===== config.mk =====
export PLATFORM = sky130hd
export DESIGN_NAME = fetch_sequencer
export DESIGN_NICKNAME = d
export VERILOG_FILES = /design/src/rtl/fetch_pkg.sv /design/src/rtl/fetch_pc_reg.sv /design/src/rtl/fetch_sequencer.sv
export SDC_FILE = /design/constraint.sdc
export NUM_CORES = 1
export LEC_CHECK = 0
export ABC_CLOCK_PERIOD_IN_PS = 6700
export BUFFER_PORTS_ARGS = -buffer_cell sky130_fd_sc_hd__buf_2
export CORE_ASPECT_RATIO = 0.5
export CORE_MARGIN = 8
export CORE_UTILIZATION = 35
export DETAILED_ROUTE_END_ITERATION = 7
export GPL_TIMING_DRIVEN = 1
export PLACE_DENSITY = 0.65
export SLEW_MARGIN = 20
export SYNTH_ARGS = -nofsm -noshare
export SYNTH_HDL_FRONTEND = slang
export SYNTH_SLANG_ARGS = --single-unit

===== constraint.sdc =====
create_clock -name clock -period 6.7 [get_ports clock]
set_input_delay 0.335 -clock clock [delete_from_list [all_inputs] [get_ports clock]]
set_output_delay 0.335 -clock clock [all_outputs]
set_load 0.1 [all_outputs]

===== src/rtl/fetch_pkg.sv =====
// Shared types and constants for the instruction fetch front end.
// Optional build macro used by this block: MISALIGN_TRAP_EN.
package fetch_pkg;

    // Fetch sequencer FSM states.
    typedef enum logic [1:0] {
        BOOT  = 2'd0,
        FETCH = 2'd1,
        WAIT  = 2'd2,
        HOLD  = 2'd3
    } fetch_state_t;

    // Sequential PC advance, one 32-bit instruction.
    localparam logic [31:0] PC_STEP   = 32'd4;

    // Canonical RISC-V NOP (addi x0, x0, 0), used as the idle bus value.
    localparam logic [31:0] INSTR_NOP = 32'h0000_0013;

endpackage


===== src/rtl/fetch_pc_reg.sv =====
// Program counter register: the only PC storage in the fetch front end.
// Load (redirect) has priority over the sequential increment.
module fetch_pc_reg
    import fetch_pkg::*;
#(
    parameter logic [31:0] RESET_VECTOR = 32'h0000_0000
) (
    input  logic        clk,
    input  logic        rst_n,
    input  logic        load,
    input  logic [31:0] load_value,
    input  logic        incr,
    output logic [31:0] pc
);

    logic [31:0] pc_d;
    logic [31:0] pc_q;

    // Next-PC select: redirect target, PC+4 (wraps mod 2^32), or hold.
    always_comb begin
        // NOTE: assigning a default first gives every path a value, so no latch is inferred.
        pc_d = pc_q;
        if (load) begin
            pc_d = load_value;
        end else if (incr) begin
            pc_d = pc_q + PC_STEP;
        end
    end

    // PC state register with asynchronous active-low reset.
    always_ff @(posedge clk or negedge rst_n) begin
        // NOTE: non-blocking assignment so every flop samples pre-edge values.
        if (!rst_n) begin
            pc_q <= RESET_VECTOR;
        end else begin
            pc_q <= pc_d;
        end
    end

    assign pc = pc_q;

endmodule


===== src/rtl/fetch_sequencer.sv =====
// Fetch sequencer: owns the PC, issues one outstanding instruction fetch,
// handles redirect/drop/stall and presents the fetched word to decode.
// Optional build macro: MISALIGN_TRAP_EN (misaligned redirect -> TRAP_VECTOR
// plus a registered trap pulse; when undefined targets are word-aligned).
module fetch_sequencer
    import fetch_pkg::*;
#(
    parameter logic [31:0] RESET_VECTOR = 32'h0000_0000,
    parameter logic [31:0] TRAP_VECTOR  = 32'h0000_0004
) (
    input  logic        clock,
    input  logic        reset,
    input  logic        redirect,
    input  logic [31:0] redirectTarget,
    input  logic        stall,
    output logic        imemReq,
    output logic [31:0] imemAddr,
    input  logic        imemReady,
    input  logic        imemValid,
    input  logic [31:0] imemData,
    output logic        instrValid,
    output logic [31:0] instrOut,
    output logic [31:0] instrPC,
    output logic [31:0] pcOut,
    output logic        trap
);

    fetch_state_t state_d, state_q;
    logic         drop_d, drop_q;
    logic         instr_valid_d, instr_valid_q;
    logic [31:0]  instr_out_d, instr_out_q;
    logic [31:0]  instr_pc_d, instr_pc_q;

    logic [31:0]  pc;
    logic [31:0]  redirect_pc;
    logic         pc_incr;
    logic         capture;
    logic         req;
    logic         hold_out;

    fetch_pc_reg #(
        .RESET_VECTOR (RESET_VECTOR)
    ) u_pc_reg (
        .clk        (clock),
        .rst_n      (reset),
        .load       (redirect),
        .load_value (redirect_pc),
        .incr       (pc_incr),
        .pc         (pc)
    );

`ifdef MISALIGN_TRAP_EN
    logic misaligned;
    logic trap_d, trap_q;

    assign misaligned  = (redirectTarget[1:0] != 2'b00);
    assign redirect_pc = misaligned ? TRAP_VECTOR : redirectTarget;

    // Trap request: a redirect whose target is not word-aligned.
    always_comb begin
        trap_d = redirect && misaligned;
    end

    // Trap pulse lands in the cycle after the offending redirect.
    always_ff @(posedge clock or negedge reset) begin
        if (!reset) begin
            trap_q <= 1'b0;
        end else begin
            trap_q <= trap_d;
        end
    end

    assign trap = trap_q;
`else
    logic unused_trap_path;

    assign redirect_pc      = {redirectTarget[31:2], 2'b00};
    assign trap             = 1'b0;
    assign unused_trap_path = ^{redirectTarget[1:0], TRAP_VECTOR};
`endif

    // Presented instruction not yet taken by decode: no new fetch may start,
    // otherwise its response could overwrite the held instruction.
    assign hold_out = instr_valid_q && stall;

    // Next state, drop tracking, fetch request and decode-side registers.
    always_comb begin
        state_d       = state_q;
        drop_d        = drop_q;
        instr_valid_d = instr_valid_q;
        instr_out_d   = instr_out_q;
        instr_pc_d    = instr_pc_q;
        req           = 1'b0;
        capture       = 1'b0;

        unique case (state_q)
            BOOT: begin
                state_d = FETCH;
            end
            FETCH: begin
                req = !hold_out;
                if (req && imemReady) begin
                    // An accepted request always owes a response; a same-cycle
                    // redirect turns it into the one response to discard.
                    state_d = WAIT;
                    if (redirect) begin
                        drop_d = 1'b1;
                    end
                end else if (redirect) begin
                    state_d = FETCH;
                end else if (hold_out) begin
                    state_d = HOLD;
                end
            end
            WAIT: begin
                if (imemValid) begin
                    drop_d = 1'b0;
                    if (redirect || drop_q) begin
                        state_d = FETCH;
                    end else begin
                        capture = 1'b1;
                        state_d = stall ? HOLD : FETCH;
                    end
                end else if (redirect) begin
                    drop_d = 1'b1;
                end
            end
            HOLD: begin
                if (redirect || !stall) begin
                    state_d = FETCH;
                end
            end
            default: begin
                state_d = BOOT;
            end
        endcase

        // Decode-side presentation: redirect > capture > accept-by-decode.
        if (redirect) begin
            instr_valid_d = 1'b0;
        end else if (capture) begin
            instr_valid_d = 1'b1;
            instr_out_d   = imemData;
            instr_pc_d    = pc;
        end else if (instr_valid_q && !stall) begin
            instr_valid_d = 1'b0;
        end
    end

    assign pc_incr = capture;

    // FSM, drop flag and decode output registers.
    always_ff @(posedge clock or negedge reset) begin
        if (!reset) begin
            state_q       <= BOOT;
            drop_q        <= 1'b0;
            instr_valid_q <= 1'b0;
            instr_out_q   <= 32'h0;
            instr_pc_q    <= 32'h0;
        end else begin
            state_q       <= state_d;
            drop_q        <= drop_d;
            instr_valid_q <= instr_valid_d;
            instr_out_q   <= instr_out_d;
            instr_pc_q    <= instr_pc_d;
        end
    end

    assign imemReq    = req;
    assign imemAddr   = pc;
    assign pcOut      = pc;
    assign instrValid = instr_valid_q;
    assign instrOut   = instr_out_q;
    assign instrPC    = instr_pc_q;

endmodule


; ---- Yosys cells after proc, flatten, opt, wreduce, memory -nomap -nowiden
; Cells that the tools add are included.
[op_classes]
n_addsub = 1
eq_ne = 7
muxes = 21
bitwise_logic = 1
n_reduce_logical = 14
[ops]
columns = operator, count
row1 = 2-to-1 mux 32 bit, 2
row2 = "adder 32 x 3 -> 32 bit, second input constant", 1
row3 = 2-to-1 mux 2 bit, 7
row4 = 2-to-1 mux 1 bit, 10
row5 = one-hot mux 2 bit (4 select lines), 1
row6 = "!= test 2 bit, second input constant", 3
row7 = "== test 2 bit, second input constant", 2
row8 = "!= test 4 bit, second input constant", 1
row9 = AND reduction 2 bit, 2
row10 = nonzero test 2 bit, 2
row11 = logical AND 1 bit, 3
row12 = AND reduction 3 bit, 1
row13 = nonzero test 3 bit, 1
row14 = "== test 2 x 1 -> 1 bit, second input constant", 1
row15 = logical NOT 1 bit, 2
row16 = logical NOT 2 bit, 1
row17 = logical OR 1 bit, 2
row18 = one-hot mux 1 bit (2 select lines), 1
row19 = NOT 1 bit, 1
[word_totals]
ff_bits = 100
in_bits = 70
output_inout_bits = 131
elab_cells = 50

; ---- Logic depth before layout (Yosys ltp)
; Gate-level depths: netlist of the first run.
[depth]
word_depth = 6
mapped_depth = 8
depth_no_buf = 6

; ---- Cells and area by module
; From an unflattened synthesis of the first run, not the netlist that was laid out.
[unflattened]
hier_cells = 399
area_unflattened_um2 = 4946.0
[modules_own_cells]
columns = module, instances, cells_each, area_each_um2
row1 = fetch_sequencer, 1, 199, 3125.5
row2 = fetch_pc_reg, 1, 200, 1820.5

; ---- Least setup slack after synthesis of the first run
; Ideal clock, no wire load.
[synth_path]
path_kind = reg2reg
from = register u_pc_reg.pc_q[2], in the netlist u_pc_reg.pc[2]
to = register u_pc_reg.pc_q[20], in the netlist u_pc_reg.pc[20]
setup_ps = 72
arrival_time_ps = 2639
required_ps = 6628
slack_ps = 3989
path_stages_with_launch = 8
n_path_buf = 2
path_cell_list = dfrtp_1 > ha_1 > nand4_1 > or4_1 > buf_2 > buf_6 > or4_1 > nand3_1
[synth_between]
elab_chain_len = 3
[synth_lines]
columns = element, line_no
row1 = "start, declared", fetch_pc_reg.sv:17  ; logic [31:0] pc_q;
row2 = "start signal, assigned", fetch_pc_reg.sv:36  ; pc_q <= pc_d;
row3 = adder 32 x 3 -> 32 bit, fetch_pc_reg.sv:26  ; pc_d = pc_q + PC_STEP;
row4 = 2-to-1 mux 32 bit, fetch_pc_reg.sv:25  ; end else if (incr) begin
row5 = 2-to-1 mux 32 bit, fetch_pc_reg.sv:23  ; if (load) begin
; Every way passes these cells. The select of a mux whose other input is x is not followed.
; A chain may end at the register's enable or synchronous reset.

; ---- Worst setup path after layout of the first run
[layout_path]
from = register state_q[0]
to = register u_pc_reg.pc_q[22], in the netlist u_pc_reg.pc[22]
[layout_between]
elab_chain_len = 3
[layout_lines]
columns = element, line_no
row1 = "start, declared", fetch_sequencer.sv:28  ; fetch_state_t state_d, state_q;
row2 = "start signal, assigned", fetch_sequencer.sv:161  ; state_q <= state_d;
row3 = == test 2 bit, fetch_sequencer.sv:96  ; unique case (state_q)
row4 = 2-to-1 mux 1 bit, fetch_sequencer.sv:96
row5 = nonzero test 2 bit (no source line), -
; Every way passes these cells.

==> impl_results.md, run 1 <==
* Iter 0 DRT Violations at 160
* Setup ws final at 4.02 ns
* Synth top area cells: dfrtp_1 (52%), mux2_2 (15%), buf_4 (6.0%)
* Fillers at ~1200
* Overall power at roughly 3.2 mW
* Worst Setup Path Type: register to register
* Worst setup EP type: register
* CTS tree: done
* Post-synth top area share at 0.516
* Worst Hold Launch: redirectTarget[2]
* Synthesized area per cell at 11.4 µm²
* Clock Tree Buf Depth at 2
* Gate Count Post-Synth at about 400
* Largest net degree at the start of global routing at roughly 50
* Post-route clock period utilization at 0.400
* Post-place setup slack at 4.00 ns
* Mapped cell area at about 0.0047 mm²
* Core box area at 0.0128 mm²
* Startpoint Class: register
* First drt pass iteration count at 5
* Switch share at 0.584
* Critical path peak fanout at 16
* Slew margin rel. at 0.425
* Core Util, Final at 0.453
* Hold Path Class: input pin to register
* Vias per cell at approximately 5
* I/O pins at ~200
* Via count at roughly 3600
* GR Overflow Total at 0
* Cell taking the most area after synthesis: dfrtp_1
* Status: completed
* Drt wl/cell at approximately 17 µm
* Sequential-to-total area share from yosys stat at 0.516
* Hold Path Stages at 3
* Period minus WS final at 2.68 ns
* Asr flop ratio synth at 1.00
* Reg area at 0.00240 mm²
* Pwr per Cell Area at 547 mW/mm²
* WL final at between 10 and 15 mm
* Clock Skew at around 0.0055 ns
* Most common cell in the synthesized netlist: dfrtp_1
* Placer Congestion at 0.769
* PortBufs at approximately 190
* Max-cap violations at 0
* Comb pwr share at 0.576
* H-tree Lvls at 3
* Register clock-pin slew on the reported worst setup and hold paths at roughly 0.070 ns
* Dpl cell area at roughly 0.0055 mm²
* CP required at a little under 7 ns
* Vias in the first global route at approximately 3800
* Design area at a little under 0.006 mm²
* HPWL after detailed placement at a little under 10 mm
* Peak VDD IR at about 0.28 mV
* Number of cells on the worst reg-to-reg path at 6
* Overall Global Routing Usage at 0.148
* Unique masters post-synth at 38
* Num rows at 29
* Worst Path Arrival at 2.94 ns
* Int Pwr at ~1.3 mW
* Diode count at 0
* Setup TNS Final at 0 ns
* Slew Limit Fails at 0
* Die W at between 150 and 200 µm
* Placed cell count at 723
* Crit. Startpoint: state_q[0]
* FMAX at 373 MHz
* Final hold slack at roughly 0.2 ns
* Synth cell count leaders: dfrtp_1 (96), mux2_2 (62), buf_4 (37)
* Setup Viol. Count Final at 0
* Clock network power share at 0.158
* Setup bufs post-CTS at 0
* Nets@finish at about 640
* Cts bufs inserted at 9
* Unrepaired setup endpoints after global routing: false
* Synth Flop Type: dfrtp_1
* Crit Reg-Reg Startpoint: state_q[0]
* First-pass GRT wire length at roughly 20 mm
* CTS resizes at 0
* Static leakage at ~2.9 nW
* Sequential Power Share at 0.266
* EDFF count, synth at 0
* Worst-skew pair later-pin latency at roughly 0.34 ns
* P_sw at between 1.5 and 2 mW
* Fin cells at 740
* Area growth syn-to-layout at 25.0%
* Starting Density at 0.363
* Die area at about 0.017 mm²
* Clock root buffer: clkbuf_16
* Height of the chip at 97.6 µm
* Layout cells sized above 1 at 0.481
* Initial antenna violation count at 2
* #FFs+latches synth at between 90 and 100
* YS warnings at 0
* Worst slew pin tran at around 0.86 ns
* DRC at 0
* CTS Sinks at 96
* Final Hold Vio Count at 0
* Multi-input logic area at roughly 0.0019 mm²
* Post-route antenna net violation count at 0
## state kept, by name, summed over array words and instances, names as in the netlist
| name | cells |
|---|---|
| drop_q | 1 |
| instrPC | 30 |
| u_pc_reg.pc | 30 |
| state_q | 2 |
| instrValid | 1 |
| instrOut | 32 |
## cell usage in the layout, fill, tap and decap left out, types with 3 or more instances in the layout
master       n
buf_4        3
xnor2_1     10
ha_1         4
a31oi_1     16
nand4_1     11
nand3_1     10
clkbuf_16    9
nand2_1     28
conb_1       7
dfrtp_1     96
or3_1        9
mux2_2      62
buf_2      190
nor3_1       4
o211ai_1     3
clkbuf_1     4
nor4_1       4
inv_1        8
o31ai_1     12
nor2_1      17
o21ai_1      8
o21ai_0      9
or4_1       16
## critical path, cell delays in order (launching register included)
cell and delay, ns:
dfrtp_1 0.40, inv_1 0.09, ha_1 0.29, nand3b_4 0.22, or4_1 0.84, or4_1 0.58
a31oi_1 0.18
## worst paths after layout
check	slack [ns]	to
min reg2reg	0.50	instrPC[12]
min in group asynchronous	0.38	instrOut[29]
max in group asynchronous	5.24	instrOut[25]
min	0.21	u_pc_reg.pc[2]
max	4.02	u_pc_reg.pc[22]
max reg2reg	4.02	u_pc_reg.pc[22]
## cells by family after synthesis
logic type,count (synthesis),share of synthesized area
simple gates,109,0.130
buf+inv,65,0.0844
fa+ha+maj,4,0.0107
compound gates,59,0.0814
xor+xnor,12,0.0226
flops,96,0.516
other cells,1,0.000805
mux,64,0.154
## metal layers
layer | track usage | share of wire
met4 | 0.0375 | 0.0099
met2 | 0.267 | 0.53
met3 | 0.0353 | 0.041
met5 | 0 | 0.0013
met1 | 0.172 | 0.42
## layout make-up
class | count | area share
Clock buffer | 13 | 0.0413
Clock inverter | 3 | 0.00731
Inverter | 8 | 0.00516
Multi-Input combinational cell | 255 | 0.325
Sequential cell | 96 | 0.413
Tap cell | 170 | 0.0365
Timing Repair Buffer | 195 | 0.172
## power groups by stage
stage                     clock (mW)  combinational [mW]  sequential [mW]
after global placement             0                1.84            0.851
after detailed placement           0                1.85            0.861
after global routing           0.546                1.89            0.875
after CTS                      0.521                1.85            0.850
after floorplan                    0               0.435             2.00
final                          0.504                1.83            0.848
## what timing repair did
action / in CTS / in global routing
hold endpoints to repair: 11 / 0
hold buffers: 1 / 0
endpoints found under the setup margin: 0 / 0
Power figures use the tool's default switching activity.
==> run 2: changes to the inputs <==
--- a/config.mk
+++ b/config.mk
@@ -5,7 +5,7 @@
 export SDC_FILE = /design/constraint.sdc
 export NUM_CORES = 1
 export LEC_CHECK = 0
-export ABC_CLOCK_PERIOD_IN_PS = 6700
+export ABC_CLOCK_PERIOD_IN_PS = 2600
 export BUFFER_PORTS_ARGS = -buffer_cell sky130_fd_sc_hd__buf_2
 export CORE_ASPECT_RATIO = 0.5
 export CORE_MARGIN = 8
==> constraint.sdc (replaced) <==
create_clock -name clock -period 2.6 [get_ports clock]
set_input_delay 0.13 -clock clock [delete_from_list [all_inputs] [get_ports clock]]
set_output_delay 0.13 -clock clock [all_outputs]
set_load 0.1 [all_outputs]
==> impl_results.md, run 2 (same netlist as run 1, synthesis figures left out) <==
* Worst Path Arrival at 2.66 ns (-0.28 ns)
* CP required at 2.86 ns (-4.10 ns)
* Cts bufs inserted at 9 (unchanged)
* H-tree Lvls at 3 (unchanged)
* Post-route clock period utilization at 0.924 (+0.524)
* Critical Path Max Stage Delay at 0.63 ns (-0.21 ns)
* Sequential Power Share at 0.260 (-0.006)
* Via count at 3648 (+0.11%)
* Unrepaired setup endpoints after global routing: false
* Core Util, Final at 0.462 (+0.00867)
* Worst path slowest cell: or3_1
* GR Overflow Total at 0 (unchanged)
* Num rows at 29 (unchanged)
* Die area at 0.0175 mm² (unchanged)
* I/O pins at 201 (unchanged)
* Period minus WS final at 2.40 ns (-0.279 ns)
* Max-cap violations at 0 (unchanged)
* Worst-skew pair later-pin latency at 0.33 ns (about the same)
* First drt pass iteration count at 4 (-1)
* Slew Limit Fails at 0 (unchanged)
* First-pass GRT wire length at 20.6 mm (+0.50%)
* Setup TNS Final at 0 ns (unchanged)
* Overall Global Routing Usage at 0.147 (-0.000842)
* Clock network power share at 0.173 (+0.015)
* Hold Path Class: input pin to register
* Initial antenna violation count at 3 (+1)
* Overall power at 8.38 mW (+160%)
* Top Metal Used: met5
* Worst Setup Path Type: register to register
* DRC at 0 (unchanged)
* Startpoint Class: register
* Height of the chip at 97.6 µm (unchanged)
* Area growth syn-to-layout at 27.4%
* CTS tree: done
* Slew margin rel. at 0.426 (+0.00100)
* Iter 0 DRT Violations at 162 (+1.3%)
* Critical path, cell by cell: inv_1 -> ha_1 -> nand3b_4 -> or3_1 -> or4_1 -> a31oi_1
* Critical path peak fanout at 16 (unchanged)
* Clock Tree Buf Depth at 2 (unchanged)
* Nets@finish at 645 (+0.94%)
* Switch share at 0.574 (-0.0102)
* Final Hold Vio Count at 0 (unchanged)
* Vias per cell at 4.88 (-0.83%)
* Int Pwr at 3.57 mW (+170%)
* Status: completed
* Worst setup EP type: register
* Met2 WL post-DR at 6.41 mm (-5.1%)
* Core box area at 0.0128 mm² (unchanged)
* Setup Viol. Count Final at 0 (unchanged)
* Layout cells sized above 1 at 0.510 (+0.0297)
* FMAX at 416 MHz (+12%)
* CTS Sinks at 96 (unchanged)
* HPWL after detailed placement at 9.64 mm (-0.61%)
* Reg2Reg Setup Slack at 0.20 ns (-3.82 ns)
* WL final at 12.8 mm (+0.26%)
* Starting Density at 0.363 (unchanged)
* CP bufs+invs at 1 (unchanged)
* Pwr per Cell Area at 1410 mW/mm² (+160%)
* Design area at 0.00593 mm² (+1.9%)
* PortBufs at 191 (unchanged)
* Highest-count cells in the layout ignoring fill and taps: buf_2 (190), dfrtp_1 (87), mux2_2 (62), nand2_1 (28), nor2_1 (17)
* Placer Congestion at 0.809 (+5.1%)
* Placed cell count at 729 (+0.83%)
* Max FFs per register at 32 (unchanged)
* Vias in the first global route at 3813 (+0.26%)
* Register clock-pin slew on the reported worst setup and hold paths at 0.07 ns (about the same)
* Comb pwr share at 0.566 (-0.010)
* Dpl cell area at 0.00559 mm² (+1.0%)
* Clock root buffer: clkbuf_16
* Die W at 179 µm (unchanged)
* Static leakage at 2.91 nW (+1.7%)
* Largest net degree at the start of global routing at 66 (+35%)
* Commonest non-fill, non-tap cell in the layout: buf_2
* Fin cells at 747 (+0.95%)
* Top delay family on crit path: simple AND/OR/NAND/NOR gates
* WL met3 at 714 µm (+37%)
* Peak VDD IR at 0.610 mV (+120%)
* Worst slew pin tran at 0.861 ns (-0.000557 ns)
* M1 WL at 5.38 mm (+1.6%)
* Post-route antenna net violation count at 0 (unchanged)
* Drt wl/cell at 17.1 µm (-0.68%)
* Clock Skew at 0.00678 ns (+0.00130 ns)
* P_sw at 4.81 mW (+160%)
-- run 2: changes by cell type in the layout (fill, tap and decap cells not counted), moves of 2 or more --
| cell | previous run | this run |
|---|---|---|
| dfrtp_2 | 0 | 9 |
| clkbuf_1 | 4 | 0 |
| clkbuf_8 | 0 | 2 |
| dfrtp_1 | 96 | 87 |
| buf_4 | 3 | 9 |
-- run 2: worst register-to-register path, delay by kind of cell (launching register included) --
family	cells	cell delay (ns)
buffers and inverters	1	0.08
DFF	1	0.41
adders and majority gates	1	0.31
AOI/OAI and AO/OA	1	0.18
and+or+nand+nor	3	1.35
-- run 2: layout make-up --
class | instances | area (µm²)
repair buffers | 201 | 1050
inverters | 8 | 30.0
clock buffers | 11 | 253
multi-input cells | 255 | 1900
diodes | 1 | 2.50
clock inverters | 5 | 78.8
flip-flops and latches | 96 | 2410
fillers | 1245 | 6910
well taps | 170 | 213
-- run 2: worst paths after layout --
kind / start / endpoint / cells after the start
setup / recovery: state_q[0] / u_pc_reg.pc[21] / 6
hold / removal: redirectTarget[2] / u_pc_reg.pc[2] / 3
setup reg to reg: state_q[0] / u_pc_reg.pc[21] / 6
hold reg to reg: instrOut[24] / instrOut[24] / 1
max in group asynchronous: reset / instrPC[15] / 3
min in group asynchronous: reset / instrOut[30] / 2
-- run 2: through the flow --
stage | setup slack, ns | hold slack [ns]
CTS | 0.0767 | 0.00177
floorplan | 0.0201 | -0.166
detailed placement | 0.0866 | 0.300
finish | 0.196 | 0.00998
global placement | 0.154 | 0.291
global route | 0.0598 | 0.00593
-- run 2: metal layers --
metal | GRT usage | vias to the layer above
met5 | 0 | -
met4 | 0.0445 | 4
met1 | 0.176 | 1750
met2 | 0.254 | 108
met3 | 0.0392 | 19
li1 | - | 1767
-- run 2: power by group through the flow --
stage / Clock (mW) / Sequential (mW) / Combinational (mW)
6_report: 1.45 / 2.18 / 4.75
3_5_place_dp: 0 / 2.21 / 4.77
4_1_cts: 1.50 / 2.19 / 4.78
3_3_place_gp: 0 / 2.19 / 4.75
2_1_floorplan: 0 / 5.15 / 1.12
5_1_grt: 1.56 / 2.26 / 4.88
-- run 2: timing repair --
item / 4_1_cts / 5_1_grt
endpoints found under the hold margin: 63 / 0
hold buffers: 1 / 0
buffers inserted: 0 / 0
resized for setup: 0 / 1
setup endpoints to repair: 0 / 5
